**config.mk**
```make
export PLATFORM = sky130hd
export DESIGN_NAME = vip_gray_adaptive_binarization
export DESIGN_NICKNAME = d
export VERILOG_FILES = /design/src/rtl/vip_pkg.sv /design/src/rtl/vip_seq_divider.sv /design/src/rtl/vip_gray_adaptive_binarization.sv
export SDC_FILE = /design/constraint.sdc
export NUM_CORES = 1
export LEC_CHECK = 0
export CORE_MARGIN = 2
export CORE_UTILIZATION = 45
export CTS_BUF_LIST = sky130_fd_sc_hd__clkbuf_4 sky130_fd_sc_hd__clkbuf_8
export CTS_CLUSTER_SIZE = 14
export DETAILED_ROUTE_END_ITERATION = 12
export GPL_TIMING_DRIVEN = 0
export PLACE_DENSITY = 0.66
export SKIP_CTS_REPAIR_TIMING = 1
export SLEW_MARGIN = 10
export SYNTH_ARGS = -nofsm -noshare
export SYNTH_HDL_FRONTEND = slang
export SYNTH_HIERARCHICAL = 1
export SYNTH_SLANG_ARGS = --single-unit
```
**constraint.sdc**
```tcl
create_clock -name clk -period 2.3 [get_ports clk]
set_input_delay 0.345 -clock clk [delete_from_list [all_inputs] [get_ports clk]]
set_output_delay 0.345 -clock clk [all_outputs]
set_load 0.05 [all_outputs]
```
**src/rtl/vip_pkg.sv**
```systemverilog
// +-------------------------------------------------------------------------+
// | vip_pkg: shared types and constants for the gray binarization stage.    |
// | Revision: 1.0                                                           |
// +-------------------------------------------------------------------------+
`default_nettype none

package vip_pkg;

  typedef enum logic [1:0] {
    ST_IDLE = 2'd0,
    ST_DIV  = 2'd1,
    ST_PEND = 2'd2
  } vip_state_e;

  localparam logic [7:0] BIN_HI = 8'hFF;
  localparam logic [7:0] BIN_LO = 8'h00;

  localparam int VIP_CNT_W = 22;
  localparam int VIP_SUM_W = 30;

  function automatic logic [7:0] clamp8(input logic [7:0] v,
                                        input logic [7:0] lo,
                                        input logic [7:0] hi);
    if (v < lo)      clamp8 = lo;
    else if (v > hi) clamp8 = hi;
    else             clamp8 = v;
  endfunction

endpackage

`default_nettype wire

```
**src/rtl/vip_seq_divider.sv**
```systemverilog
// +-------------------------------------------------------------------------+
// | vip_seq_divider: unsigned restoring divider, one quotient bit per clock.|
// | Revision: 1.0                                                           |
// +-------------------------------------------------------------------------+
`default_nettype none

module vip_seq_divider
  import vip_pkg::*;
#(
  parameter int DVD_W = VIP_SUM_W,
  parameter int DVS_W = VIP_CNT_W
) (
  input  logic             clk,
  input  logic             rst_n,
  input  logic             i_start,
  input  logic [DVD_W-1:0] i_dividend,
  input  logic [DVS_W-1:0] i_divisor,
  output logic             o_busy,
  output logic             o_done,
  output logic [DVD_W-1:0] o_quotient
);

  localparam int CW = $clog2(DVD_W + 1);

  logic [DVD_W-1:0] r_quo;
  logic [DVS_W-1:0] r_rem;
  logic [DVS_W-1:0] r_dvs;
  logic [CW-1:0]    r_cnt;
  logic             r_busy;
  logic             r_done;

  logic [DVS_W:0]   w_shift;
  logic             w_ge;
  logic [DVS_W-1:0] w_sub;

  // Remainder stays below the divisor, so the difference always fits DVS_W bits.
  assign w_shift = {r_rem, r_quo[DVD_W-1]};
  assign w_ge    = (w_shift >= {1'b0, r_dvs});
  assign w_sub   = w_shift[DVS_W-1:0] - r_dvs;

  always_ff @(posedge clk) begin
    if (!rst_n) begin
      r_quo  <= '0;
      r_rem  <= '0;
      r_dvs  <= '0;
      r_cnt  <= '0;
      r_busy <= 1'b0;
      r_done <= 1'b0;
    end else begin
      r_done <= 1'b0;
      if (i_start) begin
        r_quo  <= i_dividend;
        r_rem  <= '0;
        r_dvs  <= i_divisor;
        r_cnt  <= CW'(DVD_W);
        r_busy <= 1'b1;
      end else if (r_busy) begin
        r_quo <= {r_quo[DVD_W-2:0], w_ge};
        r_rem <= w_ge ? w_sub : w_shift[DVS_W-1:0];
        r_cnt <= r_cnt - CW'(1);
        if (r_cnt == CW'(1)) begin
          r_busy <= 1'b0;
          r_done <= 1'b1;
        end
      end
    end
  end

  assign o_busy     = r_busy;
  assign o_done     = r_done;
  assign o_quotient = r_quo;

endmodule

`default_nettype wire

```
**src/rtl/vip_gray_adaptive_binarization.sv**
```systemverilog
// +-------------------------------------------------------------------------+
// | vip_gray_adaptive_binarization: binarizes gray video against the mean   |
// | luminance of the previous frame. Option: VIP_BIN_THRESH_CLAMP_EN.       |
// | Revision: 1.0                                                           |
// +-------------------------------------------------------------------------+
`default_nettype none

module vip_gray_adaptive_binarization
  import vip_pkg::*;
#(
  parameter int         CNT_W       = VIP_CNT_W,
  parameter int         SUM_W       = VIP_SUM_W,
  parameter logic [7:0] THRESH_INIT = 8'd128,
  parameter logic [7:0] THRESH_MIN  = 8'd32,
  parameter logic [7:0] THRESH_MAX  = 8'd224
) (
  input  logic       clk,
  input  logic       rst_n,
  input  logic       pre_frame_vsync,
  input  logic       pre_frame_href,
  input  logic       pre_frame_clken,
  input  logic [7:0] pre_img_y,
  output logic       pos_frame_vsync,
  output logic       pos_frame_href,
  output logic       pos_frame_clken,
  output logic [7:0] pos_img_y,
  output logic [7:0] thresh_cur
);

  vip_state_e       r_state;
  vip_state_e       w_state_next;

  logic             r_vsync_d;
  logic             r_href_d;
  logic             r_clken_d;
  logic [7:0]       r_pos_y;
  logic [7:0]       r_thresh;
  logic [7:0]       r_thresh_new;
  logic [SUM_W-1:0] r_sum;
  logic [CNT_W-1:0] r_cnt;

  logic             w_pix;
  logic             w_rise;
  logic             w_frame_ok;
  logic [SUM_W:0]   w_sum_add;
  logic [CNT_W:0]   w_cnt_add;
  logic [SUM_W-1:0] w_sum_sat;
  logic [CNT_W-1:0] w_cnt_sat;

  logic             w_div_start;
  logic             w_capture;
  logic             w_commit;
  logic             w_div_busy;
  logic             w_div_done;
  logic [SUM_W-1:0] w_quotient;
  logic [7:0]       w_q8;
  logic [7:0]       w_thresh_next;

  assign w_pix      = pre_frame_clken & pre_frame_href;
  assign w_rise     = pre_frame_vsync & ~r_vsync_d;
  assign w_frame_ok = w_rise & (r_cnt != '0);

  // Accumulators saturate instead of wrapping on oversized frames.
  assign w_sum_add = {1'b0, r_sum} + (SUM_W+1)'(pre_img_y);
  assign w_cnt_add = {1'b0, r_cnt} + (CNT_W+1)'(1);
  assign w_sum_sat = w_sum_add[SUM_W] ? '1 : w_sum_add[SUM_W-1:0];
  assign w_cnt_sat = w_cnt_add[CNT_W] ? '1 : w_cnt_add[CNT_W-1:0];

  always_ff @(posedge clk) begin
    if (!rst_n) begin
      r_sum <= '0;
      r_cnt <= '0;
    end else if (w_rise) begin
      r_sum <= w_pix ? SUM_W'(pre_img_y) : '0;
      r_cnt <= w_pix ? CNT_W'(1) : '0;
    end else if (w_pix) begin
      r_sum <= w_sum_sat;
      r_cnt <= w_cnt_sat;
    end
  end

  vip_seq_divider #(
    .DVD_W (SUM_W),
    .DVS_W (CNT_W)
  ) u_div (
    .clk        (clk),
    .rst_n      (rst_n),
    .i_start    (w_div_start),
    .i_dividend (r_sum),
    .i_divisor  (r_cnt),
    .o_busy     (w_div_busy),
    .o_done     (w_div_done),
    .o_quotient (w_quotient)
  );

  // Mean of 8-bit samples never exceeds 255; the guard only covers impossible inputs.
  assign w_q8 = (|w_quotient[SUM_W-1:8]) ? 8'hFF : w_quotient[7:0];

`ifdef VIP_BIN_THRESH_CLAMP_EN
  assign w_thresh_next = clamp8(w_q8, THRESH_MIN, THRESH_MAX);
`else
  assign w_thresh_next = w_q8;
`endif

  always_ff @(posedge clk) begin
    if (!rst_n) begin
      r_state <= ST_IDLE;
    end else begin
      r_state <= w_state_next;
    end
  end

  always_comb begin
    w_state_next = r_state;
    if (w_rise) begin
      w_state_next = w_frame_ok ? ST_DIV : ST_IDLE;
    end else begin
      case (r_state)
        ST_IDLE: w_state_next = ST_IDLE;
        ST_DIV: begin
          if (w_div_done)       w_state_next = ST_PEND;
          else if (!w_div_busy) w_state_next = ST_IDLE;
        end
        ST_PEND: begin
          if (!pre_frame_href)  w_state_next = ST_IDLE;
        end
        default: w_state_next = ST_IDLE;
      endcase
    end
  end

  always_comb begin
    w_div_start = w_frame_ok;
    w_capture   = 1'b0;
    w_commit    = 1'b0;
    if (!w_rise) begin
      w_capture = (r_state == ST_DIV) && w_div_done;
      w_commit  = (r_state == ST_PEND) && !pre_frame_href;
    end
  end

  always_ff @(posedge clk) begin
    if (!rst_n) begin
      r_thresh_new <= THRESH_INIT;
      r_thresh     <= THRESH_INIT;
    end else begin
      if (w_capture) r_thresh_new <= w_thresh_next;
      if (w_commit)  r_thresh     <= r_thresh_new;
    end
  end

  always_ff @(posedge clk) begin
    if (!rst_n) begin
      r_vsync_d <= 1'b0;
      r_href_d  <= 1'b0;
      r_clken_d <= 1'b0;
      r_pos_y   <= BIN_LO;
    end else begin
      r_vsync_d <= pre_frame_vsync;
      r_href_d  <= pre_frame_href;
      r_clken_d <= pre_frame_clken;
      r_pos_y   <= (pre_frame_href && (pre_img_y > r_thresh)) ? BIN_HI : BIN_LO;
    end
  end

  assign pos_frame_vsync = r_vsync_d;
  assign pos_frame_href  = r_href_d;
  assign pos_frame_clken = r_clken_d;
  assign pos_img_y       = r_href_d ? r_pos_y : BIN_LO;
  assign thresh_cur      = r_thresh;

endmodule

`default_nettype wire

```
==> impl_results.md <==
- Status: complete, but fails checks
- Failing checks: negative setup slack
- Largest net degree at the start of global routing: 17
- Switching Fraction: between 30% and 40%
- I/O Buffers: 31
- Count leader, synth: dfxtp_1
- Distinct cells, synth: 75
- Power Internal: between 0.004 and 0.005 W
- Final Hold Fails: 0
- Arr. time, crit path: 2990 ps
- DRT iter0 DRCs: 587
- Initial antenna violation count: 0
- CP required: 2670 ps
- Rows: 50
- Fin crit period: 2620 ps
- Synth warnings: 6
- Sequential share of the synthesized area: 35.5%
- Net Switching: ~0.0022 W
- Critical path's largest stage delay: 340 ps
- Antenna Nets Post-Route: 0
- Non-filler cells, final: 1367
- Number of nets in the layout: ~1.2k
- Delay-heaviest family, CP: compound AO/OA/AOI/OAI gates
- Starting Density: a little under half
- FF+latch count, synth: 155
- Buffers & Inverters on Critical Path: 3
- Crit path capture type: register
- Detailed placement HPWL: 16200 um
- Pwr dens: around 640 nW/um2
- DIE HEIGHT: 143 um
- Drt pass-1 iters: 5
- Sequential power share: 40.5%
- First-pass GRT wire length: roughly 35000 um
- Drt drc: 0
- Largest cells by area after synthesis: dfxtp_1 (36%), mux2i_1 (9.4%), ha_1 (6.0%)
- Core Area: 18900 um2
- Max Buffers Root-to-Sink: 2
- Proportion of power drawn by the clock network: 33.0%
- Clk slew on worst S/H paths: 90 ps
- Routed wire length: ~23000 um
- Clock skew: 14.1 ps
- # IOs: 32
- Max-cap violations: 0
- Worst-path maximum fanout: 3
- Area Overhead vs Synth: 22.9%
- Critical path's slowest cell: dfxtp_2
- Synth top area share: 35.5%
- DR vias: 7681
- Final setup margin: -317 ps
- Max-slew violations: 0
- Number of diodes: 0
- Comb power frac: 26.5%
- CTS tree: yes
- Most used DFF post-synth: dfxtp_1
- Most used cell, CP: buf_4
- Ys async rst share: 0%
- Hold slack: 346 ps
- Relative slew slack: 48.7%
- Total CTS buffers: 17
- Critical path type: reg2reg
- Max Clock Freq: 382 MHz
- Chip Width: 143 um
- Final Wtd Congestion: 0.858
- Worst hold path type: in2reg
- Placed insts: 1305
- Mapped Cells: around 1.0k
- Syn Nets: 1071
- Part of the cycle the worst path needs: 114%
- Slew @ Worst Pin: between 700 and 800 ps
- Vias per std cell: 5.62
- Worst-skew pair later-pin latency: 480 ps
- Max VDD drop: 0.416 mV
- Synthesized area: around 8700 um2
- EDFF count, synth: 0
- Die ar.: 20500 um2
- Yosys top cell by area: dfxtp_1
- CTS Sinks: 155
- Fraction of layout instances using a drive strength above 1: 19.3%
- Most common library cells after synthesis: dfxtp_1 (155), o21ai_0 (85), mux2i_1 (82)
- Leakage power: 4.20 nW
- Vias in the first global route: 6970
- Grt ovf: 0
- Crit path launch type: register
- RSZ-0062 raised after global routing: true
- WL/cell: 16.8 um
- Setup TNS: -5570 ps
- H-Tree Depth: 4
- Total track usage: approximately 22%
- CP Cell Sequence: inv_2, ha_4, nor2b_4, o31a_1, o21a_1, o211a_4, o21ai_4, buf_4, buf_4, a211oi_1, a31oi_1, xnor2_1, o31ai_1
- Root Driver: clkbuf_8
- Final setup fails: 32
- Avg Inst Size Synth: 8.62 um2
[sequential cells by signal (all words and copies together) (netlist names)]
register	flops
u_div/r_dvs	22
r_state	2
u_div/o_quotient	30
pos_frame_href	1
u_div/o_busy	1
r_thresh_new	8
pos_frame_clken	1
u_div/o_done	1
r_cnt	22
thresh_cur	8
r_sum	30
u_div/r_cnt	5
u_div/r_rem	22
r_pos_y	1
pos_frame_vsync	1
[power groups by stage]
stage | Clock (W) | Combinational (W) | Sequential (W)
3_5_place_dp | 0 | 0.00142 | 0.00284
5_1_grt | 0.00241 | 0.00195 | 0.00279
2_1_floorplan | 0 | 0.00112 | 0.00284
3_3_place_gp | 0 | 0.00141 | 0.00284
4_1_cts | 0.00228 | 0.00143 | 0.00278
6_report | 0.00226 | 0.00182 | 0.00278
[worst register-to-register path: stages (launching register included)]
cell and delay [ps]:
dfxtp_2 340, inv_2 90, ha_4 200, nor2b_4 120
o31a_1 250, o21a_1 210, o211a_4 260, o21ai_4 170
buf_4 140, buf_4 100, a211oi_1 60, a31oi_1 190
xnor2_1 140, o31ai_1 250
[layout make-up]
class,instances,area [um2]
Clock inverter,15,189
Buffer,53,364
Tap cell,260,325
Inverter,49,189
Clock buffer,17,234
Sequential cell,155,3130
Multi-Input combinational cell,757,5700
Fill cell,1720,8150
Timing Repair Buffer,61,616
[routing by layer]
metal | vias to the layer above | share of wire, % | global-route usage [%]
li1 | 3820 | - | -
met3 | 23 | 3.5 | 4.33
met4 | 0 | 1.2 | 5.88
met5 | - | 0 | 0
met1 | 3682 | 46 | 29.0
met2 | 156 | 49 | 35.9
[cells by family (layout without fill, tap and decap cells)]
family,count (synthesis),after routing,share of synthesized area (%)
simple gates,331,331,19.9
buf+inv,102,195,5.35
mux,82,82,9.39
compound gates,264,264,19.7
xor+xnor,36,36,3.61
fa+ha+maj,44,44,6.47
flops,155,155,35.5
[per-stage QoR]
step                total power [W]  setup WS (ps)  area [um2]  utilization (%)
floorplan                   0.00396          -79.8        8800                -
global route                0.00716           -426       10700             56.9
finish                      0.00686           -317       10700             56.9
CTS                         0.00650           -637        9860             52.2
global placement            0.00425           -810        9430             49.9
detailed placement          0.00427           -832        9430             49.9
[path summary, 6_finish.rpt]
check / end / slack, ps / start / depth (start not counted)
worst max-delay path: u_div/r_rem[19] / -320 / u_div/r_dvs[1] / 13
worst min-delay path: r_sum[0] / 350 / pre_img_y[0] / 3
worst max register to register: u_div/r_rem[19] / -320 / u_div/r_dvs[1] / 13
worst min register to register: thresh_cur[7] / 490 / r_thresh_new[7] / 2
[cell usage in the layout (no fill, tap or decap), types with 26 or more instances in the layout]
master and n:
a21oi_1 55, and2_1 34, buf_4 35, dfxtp_1 144, ha_1 26, inv_1 43
mux2i_1 80, nand2_1 69, nand3_1 32, nor2_1 55, nor2b_1 28, o21ai_0 54
o21ai_1 27
Note: power is estimated with default switching activity, not from simulation.
